--- src/rtl/decoder_scan.sv ---
// decoder_scan
//   Debounced code-to-one-hot decoder with an auto-scan mode.
//   A raw switch code is synchronized, debounced, and decoded into a
//   registered one-hot output. In scan mode the index instead steps through
//   every output, one step per SCAN_PERIOD cycles.
//
// Ports
//   i_Clk      system clock, rising edge
//   i_Rst      synchronous active-high reset
//   i_Code     raw switch code (asynchronous, may bounce)
//   i_Mode     0 = decode debounced code, 1 = auto-scan
//   i_Enable   1 = outputs active, 0 = one-hot output dark
//   o_One_Hot  registered one-hot decode of o_Index
//   o_Index    registered index currently decoded
//   o_Change   one-cycle pulse whenever o_One_Hot takes a new value
module decoder_scan #(
    parameter int CODE_WIDTH      = 2,
    parameter int OUTPUTS         = 2**CODE_WIDTH,
    parameter int DEBOUNCE_CYCLES = 250000,
    parameter int SCAN_PERIOD     = 12500000
) (
    input  logic                  i_Clk,
    input  logic                  i_Rst,
    input  logic [CODE_WIDTH-1:0] i_Code,
    input  logic                  i_Mode,
    input  logic                  i_Enable,
    output logic [OUTPUTS-1:0]    o_One_Hot,
    output logic [CODE_WIDTH-1:0] o_Index,
    output logic                  o_Change
);

    // Counter widths: the debounce counter must hold DEBOUNCE_CYCLES-1,
    // the prescaler must hold SCAN_PERIOD-1.
    localparam int DB_W = $clog2(DEBOUNCE_CYCLES + 1);
    localparam int PS_W = $clog2(SCAN_PERIOD);

    typedef enum logic {
        DECODE = 1'b0,
        SCAN   = 1'b1
    } state_t;

    function automatic logic [OUTPUTS-1:0] onehot_of(input logic [CODE_WIDTH-1:0] idx);
        logic [OUTPUTS-1:0] v;
        v      = '0;
        v[idx] = 1'b1;
        return v;
    endfunction

    logic [CODE_WIDTH-1:0] code_sync_p0;
    logic [CODE_WIDTH-1:0] code_sync_p1;
    logic [CODE_WIDTH-1:0] accepted_code;
    logic [CODE_WIDTH-1:0] accepted_next;
    logic [DB_W-1:0]       db_cnt;
    logic [DB_W-1:0]       db_cnt_next;

    state_t                state;
    state_t                state_next;
    logic [CODE_WIDTH-1:0] scan_idx;
    logic [CODE_WIDTH-1:0] scan_next;
    logic [PS_W-1:0]       presc;
    logic [PS_W-1:0]       presc_next;
    logic [CODE_WIDTH-1:0] idx_target;
    logic [CODE_WIDTH-1:0] index_next;
    logic [OUTPUTS-1:0]    one_hot_next;

    // Stage p0/p1: two-flop synchronizer on the raw code
    always_ff @(posedge i_Clk) begin
        if (i_Rst) begin
            code_sync_p0 <= '0;
            code_sync_p1 <= '0;
        end else begin
            code_sync_p0 <= i_Code;
            code_sync_p1 <= code_sync_p0;
        end
    end

    // Debounce: p0 differing from p1 means the synchronized code changes on
    // the next edge, so the stable run restarts here. Counting starts on the
    // first cycle p1 holds a new code, giving acceptance DEBOUNCE_CYCLES
    // edges after p1 loads it.
    always_comb begin
        db_cnt_next   = db_cnt;
        accepted_next = accepted_code;
        if ((code_sync_p1 == accepted_code) || (code_sync_p0 != code_sync_p1)) begin
            db_cnt_next = '0;
        end else if (db_cnt == DB_W'(DEBOUNCE_CYCLES - 1)) begin
            accepted_next = code_sync_p1;
            db_cnt_next   = '0;
        end else begin
            db_cnt_next = db_cnt + DB_W'(1);
        end
    end

    always_ff @(posedge i_Clk) begin
        if (i_Rst) begin
            db_cnt        <= '0;
            accepted_code <= '0;
        end else begin
            db_cnt        <= db_cnt_next;
            accepted_code <= accepted_next;
        end
    end

    // Mode FSM and index selection. A mode change always takes priority
    // over a scan tick in the same cycle.
    always_comb begin
        state_next = i_Mode ? SCAN : DECODE;
        scan_next  = scan_idx;
        presc_next = presc;
        idx_target = accepted_code;
        case (state)
            DECODE: begin
                // Entering scan starts from the accepted code with a fresh
                // prescaler; otherwise scan state is simply kept cleared.
                scan_next  = i_Mode ? accepted_code : '0;
                presc_next = '0;
                idx_target = accepted_code;
            end
            SCAN: begin
                if (!i_Mode) begin
                    scan_next  = '0;
                    presc_next = '0;
                    idx_target = accepted_code;
                end else if (i_Enable) begin
                    if (presc == PS_W'(SCAN_PERIOD - 1)) begin
                        presc_next = '0;
                        scan_next  = scan_idx + CODE_WIDTH'(1);
                    end else begin
                        presc_next = presc + PS_W'(1);
                    end
                    idx_target = scan_next;
                end else begin
                    // Disabled: prescaler frozen, index held.
                    idx_target = scan_idx;
                end
            end
            default: begin
                state_next = DECODE;
            end
        endcase
        index_next   = i_Enable ? idx_target : o_Index;
        one_hot_next = i_Enable ? onehot_of(index_next) : '0;
    end

    // Stage p2: output register
    always_ff @(posedge i_Clk) begin
        if (i_Rst) begin
            state     <= DECODE;
            scan_idx  <= '0;
            presc     <= '0;
            o_Index   <= '0;
            o_One_Hot <= '0;
            o_Change  <= 1'b0;
        end else begin
            state     <= state_next;
            scan_idx  <= scan_next;
            presc     <= presc_next;
            o_Index   <= index_next;
            o_One_Hot <= one_hot_next;
            o_Change  <= (one_hot_next != o_One_Hot);
        end
    end

endmodule

--- config.mk ---
export PLATFORM = sky130hd
export DESIGN_NAME = decoder_scan
export DESIGN_NICKNAME = d
export VERILOG_FILES = /design/src/rtl/decoder_scan.sv
export SDC_FILE = /design/constraint.sdc
export NUM_CORES = 1
export LEC_CHECK = 0
export ABC_CLOCK_PERIOD_IN_PS = 2650
export CELL_PAD_IN_SITES_DETAIL_PLACEMENT = 1
export CELL_PAD_IN_SITES_GLOBAL_PLACEMENT = 2
export CORE_MARGIN = 5
export CORE_UTILIZATION = 33
export CTS_CLUSTER_DIAMETER = 100
export CTS_CLUSTER_SIZE = 30
export DETAILED_ROUTE_END_ITERATION = 8
export PLACE_DENSITY_LB_ADDON = 0.1
export SLEW_MARGIN = 25
export SYNTH_ARGS = -nofsm -noshare
export SYNTH_HDL_FRONTEND = slang
export SYNTH_SLANG_ARGS = --single-unit
--- constraint.sdc ---
create_clock -name i_Clk -period 2.65 [get_ports i_Clk]
set_input_delay 0.53 -clock i_Clk [delete_from_list [all_inputs] [get_ports i_Clk]]
set_output_delay 0.53 -clock i_Clk [all_outputs]
set_load 0.02 [all_outputs]
# --- After elaboration in Yosys (flattened, before gate mapping) ---
# Index checks and enable logic that the tools add are counted.
op_classes:
  addsub: 3
  magnitude_cmp: 2
  eq_ne: 6
  n_mux: 16
  bitwise_logic: 2
  reduce_logical: 4
op_table:
  columns: ["op", "count"]
  rows:
  - ["2-to-1 mux 24 bit", 3]
  - ["one-hot mux 24 bit (2 select lines)", 1]
  - ["adder 24 x 1 -> 24 bit, second input constant", 1]
  - ["equality test 24 bit, second input constant", 1]
  - ["adder 18 x 1 -> 18 bit, second input constant", 1]
  - ["equality test 18 bit, second input constant", 1]
  - ["2-to-1 mux 2 bit", 6]
  - ["one-hot mux 2 bit (2 select lines)", 2]
  - ["2-to-1 mux 4 bit", 1]
  - ["inequality test 4 bit", 1]
  - ["less-than comparator 2 x 3 -> 1 bit, second input constant", 1]
  - ["inequality test 3 bit, second input constant", 1]
  - ["OR reduction 3 bit", 1]
  - ["adder 2 x 1 -> 2 bit, second input constant", 1]
  - ["demux 1 bit (select 2 bit)", 1]
  - ["equality test 2 bit", 1]
  - ["greater-or-equal comparator 2 x 1 -> 1 bit, second input constant", 1]
  - ["2-to-1 mux 1 bit", 2]
  - ["inequality test 2 bit", 1]
  - ["NOT 1 bit", 2]
  - ["AND reduction 2 bit", 1]
  - ["logical AND 1 bit", 1]
  - ["logical OR 1 bit", 1]
totals:
  reg_bits: 58
  inputBits: 6
  output_inout_bits: 7
  elab_cells: 43

# --- Depth between registers and ports, before layout ---
logic_depth:
  depth_word: 11
  mapped_depth: 9
  ltp_nobuf: 8

# --- Least setup slack after synthesis ---
# OpenSTA, ideal clock, no wires.
synth_path:
  path_type: "register to register"
  startpoint: "reg presc[7]"
  endpoint: "reg o_Change"
  setup_ps: 133
  t_arrival_ps: 2345
  required_time_ps: 2517
  slack_ps: 171
  path_stages_with_launch: 8
  path_buffers: 0
  period_less_slack_ps: 2479
  path_cell_list: "dfxtp_1 -> or4b_4 -> or3_1 -> nor3_2 -> o31ai_2 -> or4b_2 -> o31ai_2 -> o22ai_2"
synth_via:
  elab_chain_cells: 11
  word_cells_on_any_way: 12
  classes_between: "order compare (2); eq/ne (2); mux (7); reduce/logical (1)"
synth_lines:
  columns: ["element", "line", "rtl"]
  rows:
  - ["start: declaration", "60", "logic [PS_W-1:0] presc;"]
  - ["start signal: assignment", "157", "presc <= presc_next;"]
  - ["equality test 24 bit (*)", "125", "if (presc == PS_W'(SCAN_PERIOD - 1)) begin"]
  - ["2-to-1 mux 2 bit (*)", "125", null]
  - ["2-to-1 mux 2 bit (*)", "120", "if (!i_Mode) begin"]
  - ["one-hot mux 2 bit (2 select lines) (*)", "111", "case (state)"]
  - ["2-to-1 mux 2 bit (*)", "141", "index_next = i_Enable ? idx_target : o_Index;"]
  - ["less-than comparator 2 x 3 -> 1 bit (implied by the code) / greater-or-equal comparator 2 x 1 -> 1 bit (equally long branches)", "45", "v[idx] = 1'b1;"]
  - ["logical AND 1 bit (implied by the code)", "45", null]
  - ["2-to-1 mux 1 bit (implied by the code)", "45", null]
  - ["demux 1 bit (select 2 bit) (*)", "45", null]
  - ["2-to-1 mux 4 bit (*)", "142", "one_hot_next = i_Enable ? onehot_of(index_next) : '0;"]
  - ["inequality test 4 bit (*)", "160", "o_Change <= (one_hot_next != o_One_Hot);"]
  - ["end signal: assignment", "160", null]
  - ["end: declaration", "29", "output logic o_Change"]
# Mark *: on every way between the ends. The rest lies on a longest branch, timed or not.
# A chain may end at the register's enable or synchronous reset.

# --- Final worst setup path ---
# Ends and elaborated chain as after synthesis.

==> impl_metrics.py <==
metrics = {
    "sta": {
        "finalSetupViolCount": 0,
        "finClkSkew_ps": 9.23,
        "relSlewSlack": 0.554,
        "holdWs_ps": 455,
        "drv_slew": 0,
        "finalCriticalPeriod_ps": 2560,
        "fmax_ghz": 0.391,
        "hold_viol_final": 0,
        "tightestPinTransition_ps": 668,
        "period_share": 0.965,
    },
    "floorplan": {
        "core-area_um2": 7770,
        "top_level_ports": 13,
        "die_y_um": 99.6,
        "initial_utilization": 0.341,
        "die_w_um": 99.6,
        "fp.dieArea_um2": 9920,
        "rows": 32,
    },
    "hold_path": {
        "hp-class": "reg -> reg",
    },
    "cells_and_area": {
        "area_delta_synth_final_pct": 24.9,
        "layout_commonest_cell": "nor2_1",
        "drive_above_1_share": 0.141,
        "diodes": 0,
        "layout_common_cells": "nor2_1, dfxtp_1, buf_4, xor2_1, nand3_1",
        "fin_area_um2": 3310,
        "nets": 350,
    },
    "grt": {
        "gr-usage-all-layers": 0.143,
        "grt_pass1_wl_um": 11300,
        "grt_max_degree": 19,
        "antenna_found_initial": 0,
        "grt_pass1_vias": 2311,
        "overflow": 0,
    },
    "critical_path": {
        "cp-start-kind": "flip-flop",
        "crit_arrival_ps": 2780,
        "crit_fanout": 5,
        "slowest_stage": "or4b_4",
        "critPathCaptureType": "flip-flop",
        "cpMostUsedCell": "or3_1",
        "path_delay_family": "simple AND/OR/NAND/NOR gates",
        "worstPathRequired_ps": 2870,
        "slowest_delay_ps": 540,
        "crit_chain": "or4b_4, or3_1, o21a_1, or3_1, nor3b_1, a21o_1, o22ai_2",
        "path_class": "reg -> reg",
        "path_buf_inv": 0,
    },
    "outcome": {
        "status": "complete, no violations",
    },
    "placed_design": {
        "post-dp-hpwl_um": 4650,
        "place_area_um2": 3040,
        "io_buffers": 12,
        "gp_congestion": 0.729,
    },
    "synthesis": {
        "ys_ff_latch": 58,
        "syn_avg_cell_area_um2": 8.75,
        "ys.flop_type": "dfxtp_1",
        "ys_types": 45,
        "synth_seq_area_share": 0.438,
        "async_reset_ff_frac": 0,
        "synth_edf_count": 0,
        "synth_cells": 303,
        "synth_area_um2": 2650,
        "synth_warnings": 0,
        "syn_nets": 311,
    },
    "routing": {
        "wl_met3_um": 211,
        "post-route-drc-count": 0,
        "met1_length_um": 3300,
        "drt_iter0_drc": 55,
        "dr_wl_met2_um": 2740,
        "wire_per_inst_um": 14.2,
        "routed_wl_um": 6370,
        "drtPass1Iterations": 4,
        "top_layer": "met4",
        "postRouteAntennaNets": 0,
        "viasPerCell": 4.93,
        "dr_total_vias": 2212,
    },
    "clock_network": {
        "htreeDepth": 3,
        "cts_buffers": 9,
        "cts_buffer_depth": 2,
        "cts.sink_count": 58,
        "cts_hold_buf": 0,
        "tritoncts": "yes",
        "clk_latency_ps": 340,
        "clockRootBuffer": "clkbuf_8",
        "path_clk_slew_ps": 70,
    },
    "power_and_ir_drop": {
        "p_leak_nw": 1.16,
        "power.density_nw_per_um2": 594,
        "irDropWorstVdd_uv": 207,
    },
    "run": {
        "cap_violations": 0,
    },
}
-- sequential cells by signal, indices dropped and copies added (netlist names) --
name,count
accepted_code,2
o_One_Hot,4
code_sync_p1,2
o_Change,1
o_Index,2
presc,24
scan_idx,2
state,1
db_cnt,18
code_sync_p0,2
-- per-layer routing --
metal  GRT usage  up-vias
met3      0.0386       11
met2       0.215       22
li1            -     1133
met1       0.190     1046
met5           0        -
met4      0.0630        0
-- cells in the mapped netlist, drive strengths merged, types with 6 or more instances --
cell    instances  area, um^2
a21oi           7        35.0
and3           10        62.6
clkbuf          6        22.5
dfxtp          58        1160
nand2          14        52.6
nand3          20         100
nand4           7        43.8
nor2           61         229
nor2b           6        37.5
nor3            9        50.1
nor3b           6        45.0
xnor2          16         140
xor2           23         201
-- power breakdown --
group | switching [W] | internal, W
Combinational | 0.0000457 | 0.0000437
Clock | 0.000365 | 0.000624
Sequential | 0.00000764 | 0.000880
Total | 0.000418 | 0.00155
-- through the flow --
step                worst slack, ps  setup TNS, ps  cells  power [W]   util
detailed placement            -76.9          -76.9    433   0.000996  0.392
CTS                            29.7              0    449    0.00200  0.423
floorplan                       171              0    303   0.000956      -
global route                  -19.8          -19.8    449    0.00205  0.426
finish                         93.7              0    449    0.00197  0.426
global placement               7.01              0    433   0.000996  0.392
-- cell families (layout without fill, tap and decap cells) --
kind of cell / count (synthesis) / in the layout / synth area share
AOI/OAI and AO/OA: 26 / 26 / 0.0713
xor gates and xnor gates: 39 / 39 / 0.129
adders and majority gates: 2 / 2 / 0.00944
buffers and inverters: 13 / 57 / 0.0203
DFF: 58 / 58 / 0.438
muxes: 5 / 5 / 0.0189
and+or+nand+nor: 160 / 160 / 0.313
-- worst reg2reg max path, cell delays in order (launching register included) --
cell and delay, ps:
dfxtp_1 310, or4b_4 540, or3_1 410, o21a_1 220, or3_1 460, nor3b_1 280, a21o_1 170, o22ai_2 60
-- layout make-up --
cell class / instances / area (um^2)
fillers: 939 / 4460
multi-input cells: 232 / 1470
flip-flops and latches: 58 / 1160
repair buffers: 36 / 300
clock buffers: 11 / 131
well taps: 102 / 128
clock inverters: 5 / 103
inverters: 5 / 18.8
-- what timing repair did --
action	4_1_cts	5_1_grt
endpoints found under the setup margin	1	1
buffers inserted	0	0
gates resized for setup	1	5
pin swaps	0	0
-- final timing paths --
check / from / endpoint / slack, ps / cells after the start
min: o_Index[0] / o_Index[0] / 460 / 2
max reg2reg: presc[7] / o_Change / 90 / 7
max: presc[7] / o_Change / 90 / 7
min reg2reg: o_Index[0] / o_Index[0] / 460 / 2
No activity file was read; power rests on OpenSTA's default activity.
